===== src/rtl/ddr2_init_engine.sv =====
// ddr2_init_engine
// Power-up initialisation sequencer for the DDR2 device. From reset it holds
// CKE low for T_PWRUP clk, then issues NOPs with CKE high for T_CKE clk, then
// walks the JEDEC init command list (precharge, EMRS2/3, EMRS1, MRS with DLL
// reset, precharge, 2x refresh, MRS, OCD default/exit). After that it raises a
// sticky ready so Processing_logic can take over the pins.
//
// Ports:
//   clk                             controller clock (2x ck)
//   reset                           asynchronous, active-high
//   ck                              DDR clock phase sampled in the clk domain
//   cke, odt                        DDR clock enable / on-die termination (odt held 0)
//   cs_bar, ras_bar, cas_bar, we_bar  active-low command pins
//   BA[1:0], A[12:0]                bank / address (mode-register payload)
//   ready                           init complete, sticky until reset
//   init_step[3:0]                  current step index, for debug
module ddr2_init_engine #(
  parameter int unsigned T_PWRUP   = 100000,
  parameter int unsigned T_CKE     = 200,
  parameter int unsigned T_RP      = 8,
  parameter int unsigned T_MRD     = 4,
  parameter int unsigned T_RFC     = 53,
  parameter int unsigned T_DLL     = 400,
  parameter logic [12:0] MR_DLLRST = 13'h0743,
  parameter logic [12:0] MR_NORM   = 13'h0643,
  parameter logic [12:0] EMR1_BASE = 13'h0024,
  parameter logic [12:0] EMR1_OCD  = 13'h03A4
) (
  input  logic        clk,
  input  logic        reset,
  input  logic        ck,
  output logic        cke,
  output logic        odt,
  output logic        cs_bar,
  output logic        ras_bar,
  output logic        cas_bar,
  output logic        we_bar,
  output logic [1:0]  BA,
  output logic [12:0] A,
  output logic        ready,
  output logic [3:0]  init_step
);

  typedef enum logic [2:0] {
    S_PWRUP   = 3'd0,
    S_CKEWAIT = 3'd1,
    S_ISSUE   = 3'd2,
    S_HOLD    = 3'd3,
    S_GAP     = 3'd4,
    S_DONE    = 3'd5
  } state_t;

  // {cs_bar, ras_bar, cas_bar, we_bar} encodings
  localparam logic [3:0] CMD_NOP = 4'b0111;
  localparam logic [3:0] CMD_PRE = 4'b0010;
  localparam logic [3:0] CMD_MRS = 4'b0000;
  localparam logic [3:0] CMD_REF = 4'b0001;

  localparam logic [3:0]  LAST_STEP  = 4'd11;
  localparam logic [16:0] PWRUP_LAST = 17'(T_PWRUP - 1);
  localparam logic [16:0] CKE_LAST   = 17'(T_CKE - 1);
  localparam logic [16:0] G_RP       = 17'(T_RP);
  localparam logic [16:0] G_MRD      = 17'(T_MRD);
  localparam logic [16:0] G_RFC      = 17'(T_RFC);
  localparam logic [16:0] G_DLL      = 17'(T_DLL);

  typedef struct packed {
    logic [3:0]  cmd;
    logic [1:0]  ba;
    logic [12:0] a;
    logic        load_addr;  // REFRESH/NOP leave BA/A at their previous value
    logic [16:0] gap;
  } step_t;

  // Init command list: command, BA, A and the NOP gap that follows it.
  function automatic step_t step_lookup(input logic [3:0] idx);
    step_t s;
    case (idx)
      4'd0:    s = '{CMD_PRE, 2'b00, 13'h0400,  1'b1, G_RP};
      4'd1:    s = '{CMD_MRS, 2'b10, 13'h0000,  1'b1, G_MRD};
      4'd2:    s = '{CMD_MRS, 2'b11, 13'h0000,  1'b1, G_MRD};
      4'd3:    s = '{CMD_MRS, 2'b01, EMR1_BASE, 1'b1, G_MRD};
      4'd4:    s = '{CMD_MRS, 2'b00, MR_DLLRST, 1'b1, G_MRD};
      4'd5:    s = '{CMD_PRE, 2'b00, 13'h0400,  1'b1, G_RP};
      4'd6:    s = '{CMD_REF, 2'b00, 13'h0000,  1'b0, G_RFC};
      4'd7:    s = '{CMD_REF, 2'b00, 13'h0000,  1'b0, G_RFC};
      4'd8:    s = '{CMD_MRS, 2'b00, MR_NORM,   1'b1, G_DLL};
      4'd9:    s = '{CMD_MRS, 2'b01, EMR1_OCD,  1'b1, G_MRD};
      4'd10:   s = '{CMD_MRS, 2'b01, EMR1_BASE, 1'b1, G_MRD};
      default: s = '{CMD_NOP, 2'b00, 13'h0000,  1'b0, 17'd0};
    endcase
    return s;
  endfunction

  state_t      state_r, state_n;
  logic [16:0] counter_r, counter_n;
  logic [3:0]  step_r, step_n;
  logic        cke_r, cke_n;
  logic [3:0]  cmd_r, cmd_n;
  logic [1:0]  ba_r, ba_n;
  logic [12:0] a_r, a_n;
  logic        ready_r, ready_n;
  step_t       cur_s;

  // Next-state and next-output logic for the init sequencer.
  always_comb begin
    state_n   = state_r;
    counter_n = counter_r;
    step_n    = step_r;
    cke_n     = cke_r;
    cmd_n     = cmd_r;
    ba_n      = ba_r;
    a_n       = a_r;
    ready_n   = ready_r;
    cur_s     = step_lookup(step_r);

    case (state_r)
      S_PWRUP: begin
        cke_n = 1'b0;
        cmd_n = CMD_NOP;
        if (counter_r == PWRUP_LAST) begin
          cke_n     = 1'b1;
          counter_n = 17'd0;
          state_n   = S_CKEWAIT;
        end else begin
          counter_n = counter_r + 17'd1;
        end
      end
      S_CKEWAIT: begin
        cmd_n = CMD_NOP;
        if (counter_r == CKE_LAST) begin
          counter_n = 17'd0;
          step_n    = 4'd0;
          state_n   = S_ISSUE;
        end else begin
          counter_n = counter_r + 17'd1;
        end
      end
      S_ISSUE: begin
        // Launch only on a clk edge where ck is high so the 2-clk command
        // lines up with one full ck period as Processing_logic sees it.
        if (ck) begin
          cmd_n   = cur_s.cmd;
          state_n = S_HOLD;
          if (cur_s.load_addr) begin
            ba_n = cur_s.ba;
            a_n  = cur_s.a;
          end else begin
            ba_n = ba_r;
            a_n  = a_r;
          end
        end else begin
          cmd_n = CMD_NOP;
        end
      end
      S_HOLD: begin
        // Command stays registered for this second clk; GAP drops it to NOP.
        counter_n = 17'd0;
        state_n   = S_GAP;
      end
      S_GAP: begin
        cmd_n = CMD_NOP;
        // A zero gap still spends exactly one clk here.
        if ((cur_s.gap == 17'd0) || (counter_r == (cur_s.gap - 17'd1))) begin
          counter_n = 17'd0;
          if (step_r == LAST_STEP) begin
            ready_n = 1'b1;
            state_n = S_DONE;
          end else begin
            step_n  = step_r + 4'd1;
            state_n = S_ISSUE;
          end
        end else begin
          counter_n = counter_r + 17'd1;
        end
      end
      S_DONE: begin
        cmd_n   = CMD_NOP;
        cke_n   = 1'b1;
        ready_n = 1'b1;
      end
      default: begin
        state_n   = S_PWRUP;
        counter_n = 17'd0;
        step_n    = 4'd0;
        cke_n     = 1'b0;
        cmd_n     = CMD_NOP;
        ready_n   = 1'b0;
      end
    endcase
  end

  // State, counter and registered pin values; reset forces NOP with CKE low.
  always_ff @(posedge clk or posedge reset) begin
    if (reset) begin
      state_r   <= S_PWRUP;
      counter_r <= 17'd0;
      step_r    <= 4'd0;
      cke_r     <= 1'b0;
      cmd_r     <= CMD_NOP;
      ba_r      <= 2'b00;
      a_r       <= 13'h0000;
      ready_r   <= 1'b0;
    end else begin
      state_r   <= state_n;
      counter_r <= counter_n;
      step_r    <= step_n;
      cke_r     <= cke_n;
      cmd_r     <= cmd_n;
      ba_r      <= ba_n;
      a_r       <= a_n;
      ready_r   <= ready_n;
    end
  end

  assign cke                               = cke_r;
  assign odt                               = 1'b0;
  assign {cs_bar, ras_bar, cas_bar, we_bar} = cmd_r;
  assign BA                                = ba_r;
  assign A                                 = a_r;
  assign ready                             = ready_r;
  assign init_step                         = step_r;

endmodule

===== config.mk =====
export PLATFORM = sky130hd
export DESIGN_NAME = ddr2_init_engine
export DESIGN_NICKNAME = d
export VERILOG_FILES = /design/src/rtl/ddr2_init_engine.sv
export SDC_FILE = /design/constraint.sdc
export NUM_CORES = 1
export LEC_CHECK = 0
export ABC_AREA = 1
export ABC_CLOCK_PERIOD_IN_PS = 5100
export CORE_MARGIN = 1
export CORE_UTILIZATION = 45
export DETAILED_ROUTE_END_ITERATION = 12
export PLACE_DENSITY = 0.66
export SYNTH_ARGS = -nofsm -noshare
export SYNTH_HDL_FRONTEND = slang
export SYNTH_SLANG_ARGS = --single-unit

===== constraint.sdc =====
create_clock -name clk -period 5.1 [get_ports clk]
set_input_delay 0.51 -clock clk [delete_from_list [all_inputs] [get_ports clk]]
set_output_delay 0.51 -clock clk [all_outputs]
set_load 0.05 [all_outputs]

# Yosys cells after proc, flatten, opt, wreduce, memory -nomap -nowiden

Memory sizes are Yosys's and may differ from the RTL's.
Index checks and enable logic that the tools add are counted.

Eq/ne operators: 15
Reduce and logical (&&, ||, !) cells: 11
Add/sub/neg operators: 3
Multiplexer cells: 21
Bitwise gates (word level): 3

Operators by type and width:

| cell                                                | count |
|---|---|
| one-hot mux 17 bit (4 select lines)                 | 1 |
| 2-to-1 mux 17 bit                                   | 3 |
| one-hot mux 3 bit (6 select lines)                  | 1 |
| adder 17 x 1 -> 17 bit (second input constant)      | 1 |
| == test 17 bit                                      | 1 |
| == test 17 bit (second input constant)              | 1 |
| == test 17 x 8 -> 1 bit (second input constant)     | 1 |
| zero test 17 bit                                    | 1 |
| subtractor 17 x 1 -> 17 bit (second input constant) | 1 |
| 2-to-1 mux 4 bit                                    | 4 |
| 2-to-1 mux 3 bit                                    | 5 |
| != test 2 bit (second input constant)               | 6 |
| one-hot mux 4 bit (3 select lines)                  | 1 |
| OR reduction 4 bit                                  | 3 |
| one-hot mux 4 bit (2 select lines)                  | 1 |
| == test 3 x 2 -> 1 bit (second input constant)      | 2 |
| == test 3 bit (second input constant)               | 2 |
| one-hot mux 1 bit (3 select lines)                  | 2 |
| AND reduction 3 bit                                 | 2 |
| AND reduction 5 bit                                 | 1 |
| adder 4 x 1 -> 4 bit (second input constant)        | 1 |
| == test 4 bit (second input constant)               | 1 |
| AND reduction 4 bit                                 | 1 |
| == test 3 x 1 -> 1 bit (second input constant)      | 1 |
| 5 further kinds                                     | 9 |

Memories: 1
Memory bits (read-only): 352
Logic and storage cells: 62
Register bits after elaboration: 45
Input bits: 3
Output and inout port bits: 26

Memory list:

| memory          | words | width | rd ports | clocked after Yosys merged registers in | wr ports | line | text |
|---|---|---|---|---|---|---|---|
| (no name shown) | 16    | 22    | 1        | 0                                       | 0        | 78   | `case (idx)` |

# Longest topological paths before layout

Gate-level depths: netlist of run 1.
An unclocked memory read counts as a cell.

Word-level depth: 6
Gate-level depth with buffers: 22
Gate-level depth less buffers: 21

# Least setup slack after synthesis of run 1

OpenSTA, ideal clock, no wires.

Kind: reg-to-reg
Start point: register step_r[1] (netlist: init_step[1])
End point: register counter_r[8]
Clock period less this slack: 3.380 ns
Arrival: 3.250 ns
Setup slack: 1.720 ns
Library setup time: 0.130 ns
Stages on the path, launching flop included: 22
Buffers on the path: 1
Data required time: 4.970 ns
Path through: dfrtp_1 > inv_1 > ha_1 > nand2_1 > o21ai_0 > inv_1 > ha_1 > nand3_1 > inv_1 > ha_1 > inv_1 > nand2_1 > nand2_1 > nor2_1 > nand3_1 > nor2_1 > nand3_1 > o21ai_4 > nand3_4 > buf_2 > nand2_1 > o21ai_1

Word-level cells in the longest chain between the ends: 6
Elaborated cells on any way between the ends: 7
Classes of those cells: add/sub (1); eq/ne (1); mux (2); reduce/logical (2); memory (1)

Ends and longest elaborated chain:

| element                               | line | text |
|---|---|---|
| start, declared                       | 97   | `logic [3:0] step_r, step_n;` |
| start signal, assigned                | 207  | `step_r <= step_n;` |
| memory read (16 x 22 bit) *           | --   |  |
| subtractor 17 x 1 -> 17 bit           | 164  | `if ((cur_s.gap == 17'd0) \|\| (counter_r == (cur_s.gap - 17'd1))) begin` |
| == test 17 bit                        | 164  |  |
| logical OR 1 bit *                    | 164  |  |
| 2-to-1 mux 17 bit *                   | 164  |  |
| one-hot mux 17 bit (4 select lines) * | 117  | `case (state_r)` |
| end signal, assigned                  | 206  | `counter_r <= counter_n;` |
| end, declared                         | 96   | `logic [16:0] counter_r, counter_n;` |

Every way passes the cells marked *; elsewhere a longest branch is shown, timed or not.
A chain may end at the register's enable or synchronous reset.

# Final worst setup path of run 1

Start point: register step_r[1] (netlist: init_step[1])
End point: register counter_r[4]

Same word-level chain as after synthesis.

==> run_summary.xml, run 1 <==
<?xml version="1.0" encoding="UTF-8"?>
<metrics>
  <group name="status">
    <metric name="status" unit="">complete, no violations</metric>
  </group>
  <group name="clock_tree">
    <metric name="path_clk_slew" unit="ns">0.07</metric>
    <metric name="tritoncts.num_buffers" unit="">5</metric>
    <metric name="cts_post_setup_buffers_inserted" unit="">0</metric>
    <metric name="tritoncts" unit="">built</metric>
    <metric name="cts.root.buffer_cell" unit="">sky130_fd_sc_hd__clkbuf_8</metric>
    <metric name="h-tree-depth" unit="">2</metric>
    <metric name="clock_path_buffers" unit="">2</metric>
    <metric name="cts_resized" unit="">0</metric>
    <metric name="clock_insertion_delay_worst_skew" unit="ns">0.29</metric>
    <metric name="number_of_buffers_added_to_fix_hold_violations_after_cts" unit="">0</metric>
    <metric name="cts_num_sinks" unit="">37</metric>
  </group>
  <group name="timing">
    <metric name="max_freq" unit="MHz">299</metric>
    <metric name="report.final.slew_viol_count" unit="">0</metric>
    <metric name="post-route-min-period" unit="ns">3.34</metric>
    <metric name="final-setup-viol-count" unit="">0</metric>
    <metric name="finalSetupTns" unit="ns">0</metric>
    <metric name="final_period_util" unit="">0.656</metric>
    <metric name="hold_ws" unit="ns">0.482</metric>
    <metric name="worst-slew-pin-transition" unit="ns">0.593</metric>
    <metric name="grt_setup_unrepaired" unit="">no</metric>
    <metric name="clock-skew-final" unit="ns">0.00735</metric>
    <metric name="timing.max_slew.rel_slack" unit="">0.604</metric>
    <metric name="finalHoldViolCount" unit="">0</metric>
  </group>
  <group name="route">
    <metric name="detailedRoute.firstPassIterationCount" unit="">4</metric>
    <metric name="highest_layer" unit="">met4</metric>
    <metric name="route.detailed.wl_per_inst" unit="um">12.4</metric>
    <metric name="detailroute.wirelength.met3" unit="um">200</metric>
    <metric name="detail-route-antenna-nets" unit="">0</metric>
    <metric name="avgViaCountPerCell" unit="">5.01</metric>
    <metric name="routed-wl-met2" unit="um">2630</metric>
    <metric name="detail_route.iter0.violations" unit="">137</metric>
    <metric name="vias" unit="">2311</metric>
    <metric name="totalWireLength" unit="um">5690</metric>
    <metric name="met1_wl" unit="um">2800</metric>
    <metric name="drcViolationCount" unit="">0</metric>
  </group>
  <group name="floorplan">
    <metric name="fp.dieW" unit="um">77.9</metric>
    <metric name="coreArea" unit="um2">5540</metric>
    <metric name="dieHeight" unit="um">77.9</metric>
    <metric name="floorplan.initialDensity" unit="">0.468</metric>
    <metric name="rows" unit="">27</metric>
    <metric name="area_of_the_die" unit="um2">6070</metric>
    <metric name="io_pins" unit="">29</metric>
  </group>
  <group name="setup_path">
    <metric name="critPathLaunchType" unit="">flop</metric>
    <metric name="critPathKind" unit="">reg2reg</metric>
    <metric name="critPathMaxFanout" unit="">17</metric>
    <metric name="critical_path_arrival" unit="ns">3.49</metric>
    <metric name="cp_data_required_time" unit="ns">5.25</metric>
    <metric name="cp-end-kind" unit="">flop</metric>
  </group>
  <group name="synth">
    <metric name="synth_area_per_cell" unit="um2">7.07</metric>
    <metric name="yosysWarningCount" unit="">0</metric>
    <metric name="ys_async_sr_fraction" unit="">1.00</metric>
    <metric name="mappedNetlistArea" unit="um2">2590</metric>
    <metric name="synthesis.instances" unit="">367</metric>
    <metric name="synth.distinct_cells" unit="">36</metric>
    <metric name="postSynthRegisterBits" unit="">37</metric>
    <metric name="post_synth_edffs" unit="">0</metric>
    <metric name="ys.flop_type" unit="">sky130_fd_sc_hd__dfrtp_1</metric>
    <metric name="synth_seq_area_share" unit="">0.358</metric>
  </group>
  <group name="global_route">
    <metric name="grtUsageTotal" unit="">0.208</metric>
    <metric name="pin_count_of_the_biggest_net_entering_global_routing" unit="">38</metric>
    <metric name="antenna_found_initial" unit="">0</metric>
    <metric name="first_pass_grt_wire_length" unit="um">10200</metric>
    <metric name="grt.overflow.total" unit="">0</metric>
    <metric name="first_global_vias" unit="">2253</metric>
  </group>
  <group name="power">
    <metric name="p_leak" unit="nW">1.39</metric>
    <metric name="total_switching_power" unit="W">0.000135</metric>
    <metric name="part_of_the_total_power_dissipated_in_combinational_logic" unit="">0.075</metric>
    <metric name="power_density" unit="nW/um2">183</metric>
    <metric name="power.ir.vdd_worst" unit="mV">0.107</metric>
    <metric name="power.sequential.fraction" unit="">0.556</metric>
    <metric name="internal" unit="W">0.000400</metric>
    <metric name="share_clk_of_total_power" unit="">0.369</metric>
    <metric name="p_sw_frac" unit="">0.252</metric>
  </group>
  <group name="place">
    <metric name="portBuffers" unit="">22</metric>
    <metric name="gp_congestion" unit="">0.910</metric>
    <metric name="placed_area" unit="um2">2840</metric>
    <metric name="hpwlAfterDp" unit="um">4270</metric>
    <metric name="numPlacedInstances" unit="">453</metric>
  </group>
  <group name="cells_and_area">
    <metric name="finish.instance_area" unit="um2">2920</metric>
    <metric name="post_layout_nonfiller_instances" unit="">461</metric>
    <metric name="fill_cells" unit="">584</metric>
    <metric name="fin_nets" unit="">403</metric>
    <metric name="syn_to_final_growth" unit="%">12.5</metric>
    <metric name="antenna-diode-count" unit="">0</metric>
    <metric name="drive_gt1_frac" unit="">0.0617</metric>
  </group>
  <group name="min_path">
    <metric name="min_path_type" unit="">reg2reg</metric>
  </group>
  <group name="job">
    <metric name="max-cap-violations" unit="">0</metric>
  </group>
</metrics>
[power by group through the flow]
stage / sequential (W) / combinational, W / clock, W
after detailed placement: 0.000303 / 0.0000408 / 0
after floorplan: 0.000312 / 0.0000259 / 0
after CTS: 0.000297 / 0.0000409 / 0.000207
final: 0.000297 / 0.0000401 / 0.000197
after global routing: 0.000297 / 0.0000429 / 0.000217
after global placement: 0.000303 / 0.0000408 / 0
[layer usage]
layer,up-vias,track usage
met5,-,0
met4,0,0.0574
met3,6,0.0318
met2,50,0.351
met1,1059,0.276
li1,1196,-
[cell families after synthesis]
kind of cell             synth area share
AND/OR/NAND/NOR                     0.301
adder cells (fa/ha/maj)            0.0579
AO/OA/AOI/OAI                       0.115
other                             0.00145
flip-flops                          0.358
XOR/XNOR                           0.0371
buffers and inverters               0.130
[worst paths after layout]
path | depth (start not counted) | slack [ns] | startpoint | to
min in group asynchronous | 3 | 0.63 | reset | ready$_DFFE_PP0P_
worst min-delay path | 2 | 0.48 | A[10]$_DFFE_PP0P_ | A[10]$_DFFE_PP0P_
worst max register to register | 20 | 1.76 | init_step[1]$_DFFE_PP0P_ | counter_r[4]$_DFFE_PP0N_
worst max-delay path | 20 | 1.76 | init_step[1]$_DFFE_PP0P_ | counter_r[4]$_DFFE_PP0N_
max in group asynchronous | 3 | 4.13 | reset | cmd_r[0]$_DFFE_PP1N_
worst min register to register | 2 | 0.48 | A[10]$_DFFE_PP0P_ | A[10]$_DFFE_PP0P_
[area by class of cell]
class,count,area [um2],area share
clock buffer,6,72.6,0.0249
clock inverter,2,10.0,0.00343
inverter,64,243,0.0831
multi-input combinational,257,1350,0.461
sequential,37,930,0.318
tap,72,90.1,0.0308
timing repair buffer,23,228,0.0780
[flip-flops by register name, indices dropped and copies added (netlist names)]
register and count:
counter_r 17, A 6, BA 2, init_step 4
state_r 3, ready 1, cmd_r 3, cke 1
[metrics by stage]
step                       util  power (W)  setup slack, ns
after floorplan               -   0.000337             1.72
after global placement    0.512   0.000344             1.92
after detailed placement  0.512   0.000344             1.80
after CTS                 0.527   0.000545             1.78
after global routing      0.527   0.000557             1.39
final                     0.527   0.000535             1.76
[synthesized netlist by cell type (3+ instances only)]
library cell / n / area, um2
sky130_fd_sc_hd__a21oi_1: 5 / 25.0
sky130_fd_sc_hd__buf_2: 3 / 15.0
sky130_fd_sc_hd__buf_4: 10 / 75.1
sky130_fd_sc_hd__dfrtp_1: 34 / 851
sky130_fd_sc_hd__dfstp_2: 3 / 78.8
sky130_fd_sc_hd__ha_1: 12 / 150
sky130_fd_sc_hd__inv_1: 59 / 221
sky130_fd_sc_hd__inv_2: 4 / 15.0
sky130_fd_sc_hd__nand2_1: 95 / 357
sky130_fd_sc_hd__nand3_1: 25 / 125
sky130_fd_sc_hd__nand4_1: 6 / 37.5
sky130_fd_sc_hd__nor2_1: 30 / 113
sky130_fd_sc_hd__nor3_1: 10 / 50.1
sky130_fd_sc_hd__o21ai_0: 10 / 50.1
sky130_fd_sc_hd__o21ai_1: 23 / 115
sky130_fd_sc_hd__o31ai_1: 4 / 30.0
sky130_fd_sc_hd__xor2_1: 11 / 96.3
[placed cells by master, fill, tap and decap left out, types with 4 or more instances in the layout]
cell type,instances
sky130_fd_sc_hd__a21oi_1,5
sky130_fd_sc_hd__clkbuf_8,5
sky130_fd_sc_hd__clkdlybuf4s50_1,22
sky130_fd_sc_hd__conb_1,6
sky130_fd_sc_hd__dfrtp_1,34
sky130_fd_sc_hd__ha_1,12
sky130_fd_sc_hd__inv_1,59
sky130_fd_sc_hd__inv_2,4
sky130_fd_sc_hd__nand2_1,95
sky130_fd_sc_hd__nand3_1,25
sky130_fd_sc_hd__nand4_1,6
sky130_fd_sc_hd__nor2_1,30
sky130_fd_sc_hd__nor3_1,10
sky130_fd_sc_hd__o21ai_0,10
sky130_fd_sc_hd__o21ai_1,23
sky130_fd_sc_hd__o31ai_1,4
sky130_fd_sc_hd__xor2_1,11
[worst max-delay path, stage by stage (launching register included)]
cell and delay (ns):
sky130_fd_sc_hd__dfrtp_1 0.50, sky130_fd_sc_hd__inv_1 0.13, sky130_fd_sc_hd__ha_1 0.35, sky130_fd_sc_hd__nand2_1 0.10, sky130_fd_sc_hd__o21ai_0 0.16, sky130_fd_sc_hd__inv_1 0.08, sky130_fd_sc_hd__ha_1 0.24, sky130_fd_sc_hd__nand3_1 0.12
sky130_fd_sc_hd__inv_1 0.05, sky130_fd_sc_hd__ha_1 0.28, sky130_fd_sc_hd__inv_1 0.05, sky130_fd_sc_hd__nand2_1 0.05, sky130_fd_sc_hd__nand2_1 0.04, sky130_fd_sc_hd__nor2_1 0.08, sky130_fd_sc_hd__nand3_1 0.08, sky130_fd_sc_hd__nor2_1 0.09
sky130_fd_sc_hd__nand3_1 0.11, sky130_fd_sc_hd__o21ai_4 0.27, sky130_fd_sc_hd__nand3_4 0.25, sky130_fd_sc_hd__nand2_1 0.12, sky130_fd_sc_hd__o21ai_1 0.07
Power figures use the tool's default switching activity.
==> run 2, diff against run 1 <==
--- a/config.mk
+++ b/config.mk
@@ -6,11 +6,11 @@
 export NUM_CORES = 1
 export LEC_CHECK = 0
 export ABC_AREA = 1
-export ABC_CLOCK_PERIOD_IN_PS = 5100
+export ABC_CLOCK_PERIOD_IN_PS = 3000
 export CORE_MARGIN = 1
 export CORE_UTILIZATION = 45
 export DETAILED_ROUTE_END_ITERATION = 12
-export PLACE_DENSITY = 0.66
+export PLACE_DENSITY = 0.69
 export SYNTH_ARGS = -nofsm -noshare
 export SYNTH_HDL_FRONTEND = slang
 export SYNTH_SLANG_ARGS = --single-unit
==> constraint.sdc (replaced) <==
create_clock -name clk -period 3 [get_ports clk]
set_input_delay 0.3 -clock clk [delete_from_list [all_inputs] [get_ports clk]]
set_output_delay 0.3 -clock clk [all_outputs]
set_load 0.05 [all_outputs]
==> run 2 against run 1 <==
Non-clock buffer count is 12 higher. Sequential power increased by 70%. Critical path type unchanged. Critical endpoint is now counter_r[1]$_DFFE_PP0N_. Worst setup slack lost 1.7 ns. Final cell count increased by 3.0%. Flip-flop and latch count unchanged. Global-route usage rose by 0.68 points. Sequential share of layout area is 2.3 points lower. Maximum frequency is 14% higher. Hold slack got worse by 0.059 ns.
==> run_summary.xml, run 2 (synthesis results as in run 1) <==
<?xml version="1.0" encoding="UTF-8"?>
<metrics>
  <group name="global_route">
    <metric name="antenna_found_initial" unit="">0</metric>
    <metric name="pin_count_of_the_biggest_net_entering_global_routing" unit="">18</metric>
    <metric name="grt.overflow.total" unit="">0</metric>
    <metric name="first_global_vias" unit="">2245</metric>
    <metric name="grtUsageTotal" unit="">0.215</metric>
    <metric name="first_pass_grt_wire_length" unit="um">10300</metric>
  </group>
  <group name="timing">
    <metric name="max_freq" unit="MHz">341</metric>
    <metric name="timing.max_slew.rel_slack" unit="">0.539</metric>
    <metric name="post-route-min-period" unit="ns">2.93</metric>
    <metric name="finalHoldViolCount" unit="">0</metric>
    <metric name="final-setup-viol-count" unit="">0</metric>
    <metric name="report.final.slew_viol_count" unit="">0</metric>
    <metric name="finalSetupTns" unit="ns">0</metric>
    <metric name="grt_setup_unrepaired" unit="">yes</metric>
    <metric name="final_period_util" unit="">0.978</metric>
    <metric name="clock-skew-final" unit="ns">0.00846</metric>
    <metric name="worst-slew-pin-transition" unit="ns">0.691</metric>
  </group>
  <group name="route">
    <metric name="avgViaCountPerCell" unit="">5.10</metric>
    <metric name="route.detailed.wl_per_inst" unit="um">13.1</metric>
    <metric name="detail-route-antenna-nets" unit="">0</metric>
    <metric name="vias" unit="">2421</metric>
    <metric name="detail_route.iter0.violations" unit="">174</metric>
    <metric name="totalWireLength" unit="um">6200</metric>
    <metric name="detailedRoute.firstPassIterationCount" unit="">5</metric>
    <metric name="drcViolationCount" unit="">0</metric>
  </group>
  <group name="cells_and_area">
    <metric name="final_util" unit="">0.570</metric>
    <metric name="largest_reg_flops" unit="">17</metric>
    <metric name="final_cell_mix" unit="">85 x sky130_fd_sc_hd__nand2_1, 55 x sky130_fd_sc_hd__inv_1, 32 x sky130_fd_sc_hd__dfrtp_1</metric>
    <metric name="largest_register_by_flop_count" unit="">counter_r</metric>
    <metric name="mostFrequentLayoutCell" unit="">sky130_fd_sc_hd__nand2_1</metric>
    <metric name="syn_to_final_growth" unit="%">21.6</metric>
    <metric name="drive_gt1_frac" unit="">0.149</metric>
    <metric name="fill_cells" unit="">515</metric>
    <metric name="antenna-diode-count" unit="">0</metric>
    <metric name="fin_nets" unit="">417</metric>
  </group>
  <group name="place">
    <metric name="portBuffers" unit="">22</metric>
    <metric name="hpwlAfterDp" unit="um">4500</metric>
    <metric name="gp_congestion" unit="">0.964</metric>
  </group>
  <group name="setup_path">
    <metric name="cp_data_required_time" unit="ns">3.14</metric>
    <metric name="critPathMaxFanout" unit="">8</metric>
    <metric name="critical_path_arrival" unit="ns">3.08</metric>
    <metric name="reg2reg_slack" unit="ns">0.07</metric>
    <metric name="critPathKind" unit="">reg2reg</metric>
    <metric name="worstReg2RegEnd" unit="">counter_r[1]$_DFFE_PP0N_</metric>
    <metric name="cp-end-kind" unit="">flop</metric>
    <metric name="reg2reg_from" unit="">init_step[0]$_DFFE_PP0P_</metric>
    <metric name="r2r.worst_path.cells" unit="">21</metric>
    <metric name="critPathLaunchType" unit="">flop</metric>
  </group>
  <group name="floorplan">
    <metric name="dieHeight" unit="um">77.9</metric>
    <metric name="coreArea" unit="um2">5540</metric>
    <metric name="floorplan.initialDensity" unit="">0.468</metric>
    <metric name="io_pins" unit="">29</metric>
    <metric name="fp.dieW" unit="um">77.9</metric>
    <metric name="area_of_the_die" unit="um2">6070</metric>
    <metric name="rows" unit="">27</metric>
  </group>
  <group name="status">
    <metric name="status" unit="">complete, no violations</metric>
  </group>
  <group name="clock_tree">
    <metric name="cts.root.buffer_cell" unit="">sky130_fd_sc_hd__clkbuf_8</metric>
    <metric name="number_of_buffers_added_to_fix_hold_violations_after_cts" unit="">0</metric>
    <metric name="tritoncts" unit="">built</metric>
    <metric name="cts_num_sinks" unit="">37</metric>
    <metric name="path_clk_slew" unit="ns">0.07</metric>
    <metric name="clock_insertion_delay_worst_skew" unit="ns">0.29</metric>
    <metric name="tritoncts.num_buffers" unit="">5</metric>
    <metric name="clock_path_buffers" unit="">2</metric>
    <metric name="h-tree-depth" unit="">2</metric>
  </group>
  <group name="power">
    <metric name="power_density" unit="nW/um2">296</metric>
    <metric name="power.ir.vdd_worst" unit="mV">0.162</metric>
    <metric name="p_leak" unit="nW">1.47</metric>
  </group>
  <group name="min_path">
    <metric name="min_path_type" unit="">in2async</metric>
  </group>
  <group name="job">
    <metric name="max-cap-violations" unit="">0</metric>
  </group>
</metrics>
run 2: changes by cell type in the layout (fill, tap and decap cells not counted), moves of 3 or more:
| cell | change |
|---|---|
| sky130_fd_sc_hd__ha_1 | -3 |
| sky130_fd_sc_hd__inv_2 | +4 |
| sky130_fd_sc_hd__nand2_2 | +10 |
| sky130_fd_sc_hd__nand3_4 | +3 |
| sky130_fd_sc_hd__buf_4 | +10 |
| sky130_fd_sc_hd__o21ai_2 | +3 |
| sky130_fd_sc_hd__nand2_1 | -10 |
| sky130_fd_sc_hd__inv_1 | -4 |
run 2: routing by layer:
metal  share of wire  global-route usage
met1            0.45               0.284
met3           0.060              0.0459
met4           0.016              0.0537
met5               0                   0
met2            0.47               0.357
run 2: worst max path at each step:
stage	start	to	slack, ns
after floorplan	init_step[1]$_DFFE_PP0P_	counter_r[8]$_DFFE_PP0N_	0.003
after global placement	init_step[0]$_DFFE_PP0P_	counter_r[8]$_DFFE_PP0N_	0.11
after detailed placement	init_step[0]$_DFFE_PP0P_	counter_r[10]$_DFFE_PP0N_	0.01
after CTS	init_step[0]$_DFFE_PP0P_	counter_r[1]$_DFFE_PP0N_	-0.009
after global routing	init_step[0]$_DFFE_PP0P_	ready$_DFFE_PP0P_	-0.12
final	init_step[0]$_DFFE_PP0P_	counter_r[1]$_DFFE_PP0N_	0.07
run 2: timing repair:
action                     in CTS  in global routing
pin swaps                       1                 17
resized for setup               0                 24
hold endpoints to repair        0                  0
setup endpoints to repair       4                 25
cloned                          0                  2
setup buffers                   0                  4
run 2: final cells by class:
cell class              instances  area [um2]  share of cell area
multi-input cells             259        1470               0.465
flip-flops and latches         37         932               0.295
repair buffers                 35         334               0.106
inverters                      64         243              0.0769
clock buffers                   8        90.1              0.0285
well taps                      72        90.1              0.0285
run 2: power by group:
part           total (W)  switching, W  internal [W]
clock network   0.000357      0.000170      0.000187
registers       0.000505    0.00000252      0.000503
logic          0.0000703     0.0000538     0.0000165
run 2: critical path, stage by stage, from the launching register on:
cell and delay (ns):
sky130_fd_sc_hd__dfrtp_2 0.41, sky130_fd_sc_hd__inv_2 0.07, sky130_fd_sc_hd__ha_4 0.29, sky130_fd_sc_hd__nand2_2 0.05, sky130_fd_sc_hd__o21ai_1 0.13, sky130_fd_sc_hd__inv_1 0.08
sky130_fd_sc_hd__ha_2 0.18, sky130_fd_sc_hd__nand3_2 0.08, sky130_fd_sc_hd__inv_2 0.05, sky130_fd_sc_hd__ha_4 0.26, sky130_fd_sc_hd__inv_2 0.03, sky130_fd_sc_hd__nand2_1 0.05
sky130_fd_sc_hd__nand2_1 0.05, sky130_fd_sc_hd__nor2_1 0.10, sky130_fd_sc_hd__nand3_1 0.09, sky130_fd_sc_hd__nor2_1 0.11, sky130_fd_sc_hd__nand3_1 0.12, sky130_fd_sc_hd__o21ai_4 0.20
sky130_fd_sc_hd__buf_12 0.15, sky130_fd_sc_hd__nand3_4 0.13, sky130_fd_sc_hd__nand2_1 0.09, sky130_fd_sc_hd__o21ai_1 0.07
run 2: metrics by stage:
step / setup WS [ns] / total power [W] / cell area, um2 / std cells / hold WS (ns)
after floorplan: 0.00296 / 0.000574 / 2640 / 372 / 0.477
after global placement: 0.114 / 0.000586 / 2920 / 461 / 0.453
after detailed placement: 0.0117 / 0.000586 / 2920 / 461 / 0.466
after CTS: -0.00877 / 0.000946 / 3010 / 469 / 0.450
after global routing: -0.121 / 0.000967 / 3160 / 475 / 0.495
final: 0.0666 / 0.000933 / 3160 / 475 / 0.423
==> run 3, diff against run 2 <==
--- a/config.mk
+++ b/config.mk
@@ -6,11 +6,11 @@
 export NUM_CORES = 1
 export LEC_CHECK = 0
 export ABC_AREA = 1
-export ABC_CLOCK_PERIOD_IN_PS = 3000
+export ABC_CLOCK_PERIOD_IN_PS = 3300
 export CORE_MARGIN = 1
 export CORE_UTILIZATION = 45
 export DETAILED_ROUTE_END_ITERATION = 12
-export PLACE_DENSITY = 0.69
+export PLACE_DENSITY = 0.66
 export SYNTH_ARGS = -nofsm -noshare
 export SYNTH_HDL_FRONTEND = slang
 export SYNTH_SLANG_ARGS = --single-unit
==> constraint.sdc (replaced) <==
create_clock -name clk -period 3.3 [get_ports clk]
set_input_delay 0.33 -clock clk [delete_from_list [all_inputs] [get_ports clk]]
set_output_delay 0.33 -clock clk [all_outputs]
set_load 0.05 [all_outputs]
==> run 3 against run 2 <==
Total power fell by 10%. Via count fell by 0.78%. Hold slack gained 0.051 ns. Final cell count is 1.5% lower. Clock-buffer cell count fell by 2. Clock skew shrank 0.0037 ns. Die area is the same. Critical path type unchanged.
==> run_summary.xml, run 3 (synthesis results as in run 1) <==
<?xml version="1.0" encoding="UTF-8"?>
<metrics>
  <group name="status">
    <metric name="status" unit="">complete, no violations</metric>
  </group>
  <group name="route">
    <metric name="totalWireLength" unit="um">6280</metric>
    <metric name="avgViaCountPerCell" unit="">5.13</metric>
    <metric name="detail-route-antenna-nets" unit="">0</metric>
    <metric name="detail_route.iter0.violations" unit="">175</metric>
    <metric name="detailedRoute.firstPassIterationCount" unit="">4</metric>
    <metric name="drcViolationCount" unit="">0</metric>
    <metric name="vias" unit="">2402</metric>
    <metric name="route.detailed.wl_per_inst" unit="um">13.4</metric>
  </group>
  <group name="global_route">
    <metric name="pin_count_of_the_biggest_net_entering_global_routing" unit="">22</metric>
    <metric name="grt.overflow.total" unit="">0</metric>
    <metric name="grtUsageTotal" unit="">0.214</metric>
    <metric name="antenna_found_initial" unit="">0</metric>
    <metric name="first_pass_grt_wire_length" unit="um">10200</metric>
    <metric name="first_global_vias" unit="">2230</metric>
  </group>
  <group name="cells_and_area">
    <metric name="mostFrequentLayoutCell" unit="">sky130_fd_sc_hd__nand2_1</metric>
    <metric name="fill_cells" unit="">559</metric>
    <metric name="post_layout_nonfiller_instances" unit="">468</metric>
    <metric name="final_cell_mix" unit="">95 x sky130_fd_sc_hd__nand2_1, 59 x sky130_fd_sc_hd__inv_1, 32 x sky130_fd_sc_hd__dfrtp_1</metric>
    <metric name="final_util" unit="">0.544</metric>
    <metric name="antenna-diode-count" unit="">0</metric>
    <metric name="syn_to_final_growth" unit="%">16.1</metric>
    <metric name="drive_gt1_frac" unit="">0.0909</metric>
    <metric name="fin_nets" unit="">410</metric>
    <metric name="largest_reg_flops" unit="">17</metric>
    <metric name="largest_register_by_flop_count" unit="">counter_r</metric>
  </group>
  <group name="power">
    <metric name="power.total" unit="W">0.000839</metric>
    <metric name="p_leak" unit="nW">1.43</metric>
    <metric name="power_density" unit="nW/um2">278</metric>
    <metric name="power.ir.vdd_worst" unit="mV">0.157</metric>
  </group>
  <group name="clock_tree">
    <metric name="path_clk_slew" unit="ns">0.08</metric>
    <metric name="tritoncts" unit="">built</metric>
    <metric name="h-tree-depth" unit="">2</metric>
    <metric name="clock_path_buffers" unit="">2</metric>
    <metric name="cts.root.buffer_cell" unit="">sky130_fd_sc_hd__clkbuf_8</metric>
    <metric name="number_of_buffers_added_to_fix_hold_violations_after_cts" unit="">0</metric>
    <metric name="tritoncts.num_buffers" unit="">5</metric>
    <metric name="clock_insertion_delay_worst_skew" unit="ns">0.29</metric>
    <metric name="cts_num_sinks" unit="">37</metric>
  </group>
  <group name="floorplan">
    <metric name="floorplan.initialDensity" unit="">0.468</metric>
    <metric name="fp.dieW" unit="um">77.9</metric>
    <metric name="area_of_the_die" unit="um2">6070</metric>
    <metric name="coreArea" unit="um2">5540</metric>
    <metric name="dieHeight" unit="um">77.9</metric>
    <metric name="io_pins" unit="">29</metric>
    <metric name="rows" unit="">27</metric>
  </group>
  <group name="job">
    <metric name="max-cap-violations" unit="">0</metric>
  </group>
  <group name="min_path">
    <metric name="whs_path_depth" unit="">2</metric>
    <metric name="min_path_type" unit="">reg2reg</metric>
  </group>
  <group name="place">
    <metric name="numPlacedInstances" unit="">455</metric>
    <metric name="hpwlAfterDp" unit="um">4590</metric>
    <metric name="portBuffers" unit="">22</metric>
    <metric name="gp_congestion" unit="">0.899</metric>
  </group>
  <group name="timing">
    <metric name="max_freq" unit="MHz">327</metric>
    <metric name="post-route-min-period" unit="ns">3.06</metric>
    <metric name="worst-slew-pin-transition" unit="ns">0.824</metric>
    <metric name="report.final.slew_viol_count" unit="">0</metric>
    <metric name="finalSetupTns" unit="ns">0</metric>
    <metric name="hold_ws" unit="ns">0.474</metric>
    <metric name="final_period_util" unit="">0.926</metric>
    <metric name="timing.max_slew.rel_slack" unit="">0.450</metric>
    <metric name="clock-skew-final" unit="ns">0.00478</metric>
    <metric name="final-setup-viol-count" unit="">0</metric>
    <metric name="finalHoldViolCount" unit="">0</metric>
  </group>
  <group name="setup_path">
    <metric name="critPathLaunchType" unit="">flop</metric>
    <metric name="cp-end-kind" unit="">flop</metric>
    <metric name="critPathKind" unit="">reg2reg</metric>
    <metric name="critPathMaxFanout" unit="">8</metric>
    <metric name="critical_path_arrival" unit="ns">3.22</metric>
    <metric name="cp_data_required_time" unit="ns">3.46</metric>
    <metric name="r2r.worst_path.cells" unit="">21</metric>
  </group>
</metrics>
## run 3: cell count changes in the layout (fill, tap and decap cells not counted), sizes merged
cell,previous run,this run
buf,13,7
clkbuf,8,6
clkinv,0,2
nand3,30,29
## run 3: path summary, 6_finish.rpt
kind | startpoint | end | slack [ns]
setup / recovery | init_step[0]$_DFFE_PP0P_ | counter_r[4]$_DFFE_PP0N_ | 0.24
hold / removal | A[10]$_DFFE_PP0P_ | A[10]$_DFFE_PP0P_ | 0.47
setup reg to reg | init_step[0]$_DFFE_PP0P_ | counter_r[4]$_DFFE_PP0N_ | 0.24
hold reg to reg | A[10]$_DFFE_PP0P_ | A[10]$_DFFE_PP0P_ | 0.47
max in group asynchronous | reset | counter_r[11]$_DFFE_PP0N_ | 2.06
min in group asynchronous | reset | ready$_DFFE_PP0P_ | 0.50
## run 3: stage by stage
step / worst slack, ns / area [um2]
2_1_floorplan: 0.130 / 2620
3_3_place_gp: 0.249 / 2860
3_5_place_dp: 0.0950 / 2860
4_1_cts: 0.0735 / 2940
5_1_grt: -0.0277 / 3010
6_report: 0.245 / 3010
## run 3: cell type report
cell class | instances | area [um2] | share of cell area
Multi-Input combinational cell | 258 | 1390 | 0.462
Sequential cell | 37 | 932 | 0.309
Timing Repair Buffer | 29 | 273 | 0.0905
Inverter | 64 | 243 | 0.0806
Tap cell | 72 | 90.1 | 0.0299
Clock buffer | 6 | 72.6 | 0.0241
Clock inverter | 2 | 10.0 | 0.00332
## run 3: report_power, final
part / internal [W] / total, W / switching (W)
registers: 0.000457 / 0.000459 / 0.00000225
clock network: 0.000147 / 0.000317 / 0.000170
logic: 0.0000143 / 0.0000628 / 0.0000485
total: 0.000618 / 0.000839 / 0.000221
## run 3: metal layers
layer  up-vias  GRT usage  wire length (um)  part of all wire
met5         -          0                 0                 0
li1       1212          -                 -                 -
met4         0     0.0741               131             0.021
met1      1105      0.280              2810              0.45
met3        12     0.0447               350             0.056
met2        73      0.351              2990              0.48
## run 3: worst max-delay path, cell delays in order, from the launching register on
cell	delay (ns)
sky130_fd_sc_hd__dfrtp_2	0.41
sky130_fd_sc_hd__inv_1	0.11
sky130_fd_sc_hd__ha_4	0.30
sky130_fd_sc_hd__nand2_1	0.10
sky130_fd_sc_hd__o21ai_2	0.12
sky130_fd_sc_hd__inv_1	0.07
sky130_fd_sc_hd__ha_2	0.20
sky130_fd_sc_hd__nand3_1	0.10
sky130_fd_sc_hd__inv_1	0.05
sky130_fd_sc_hd__ha_1	0.28
sky130_fd_sc_hd__inv_1	0.04
sky130_fd_sc_hd__nand2_1	0.05
sky130_fd_sc_hd__nand2_1	0.04
sky130_fd_sc_hd__nor2_1	0.09
sky130_fd_sc_hd__nand3_1	0.08
sky130_fd_sc_hd__nor2_1	0.09
sky130_fd_sc_hd__nand3_1	0.11
sky130_fd_sc_hd__o21ai_4	0.21
sky130_fd_sc_hd__buf_4	0.17
sky130_fd_sc_hd__nand3_4	0.12
sky130_fd_sc_hd__nand2_1	0.10
sky130_fd_sc_hd__o21ai_1	0.06
## run 3: timing repair
action                                  4_1_cts  5_1_grt
buffers inserted                              0        4
resized for setup                             0        6
endpoints found under the setup margin        0       25
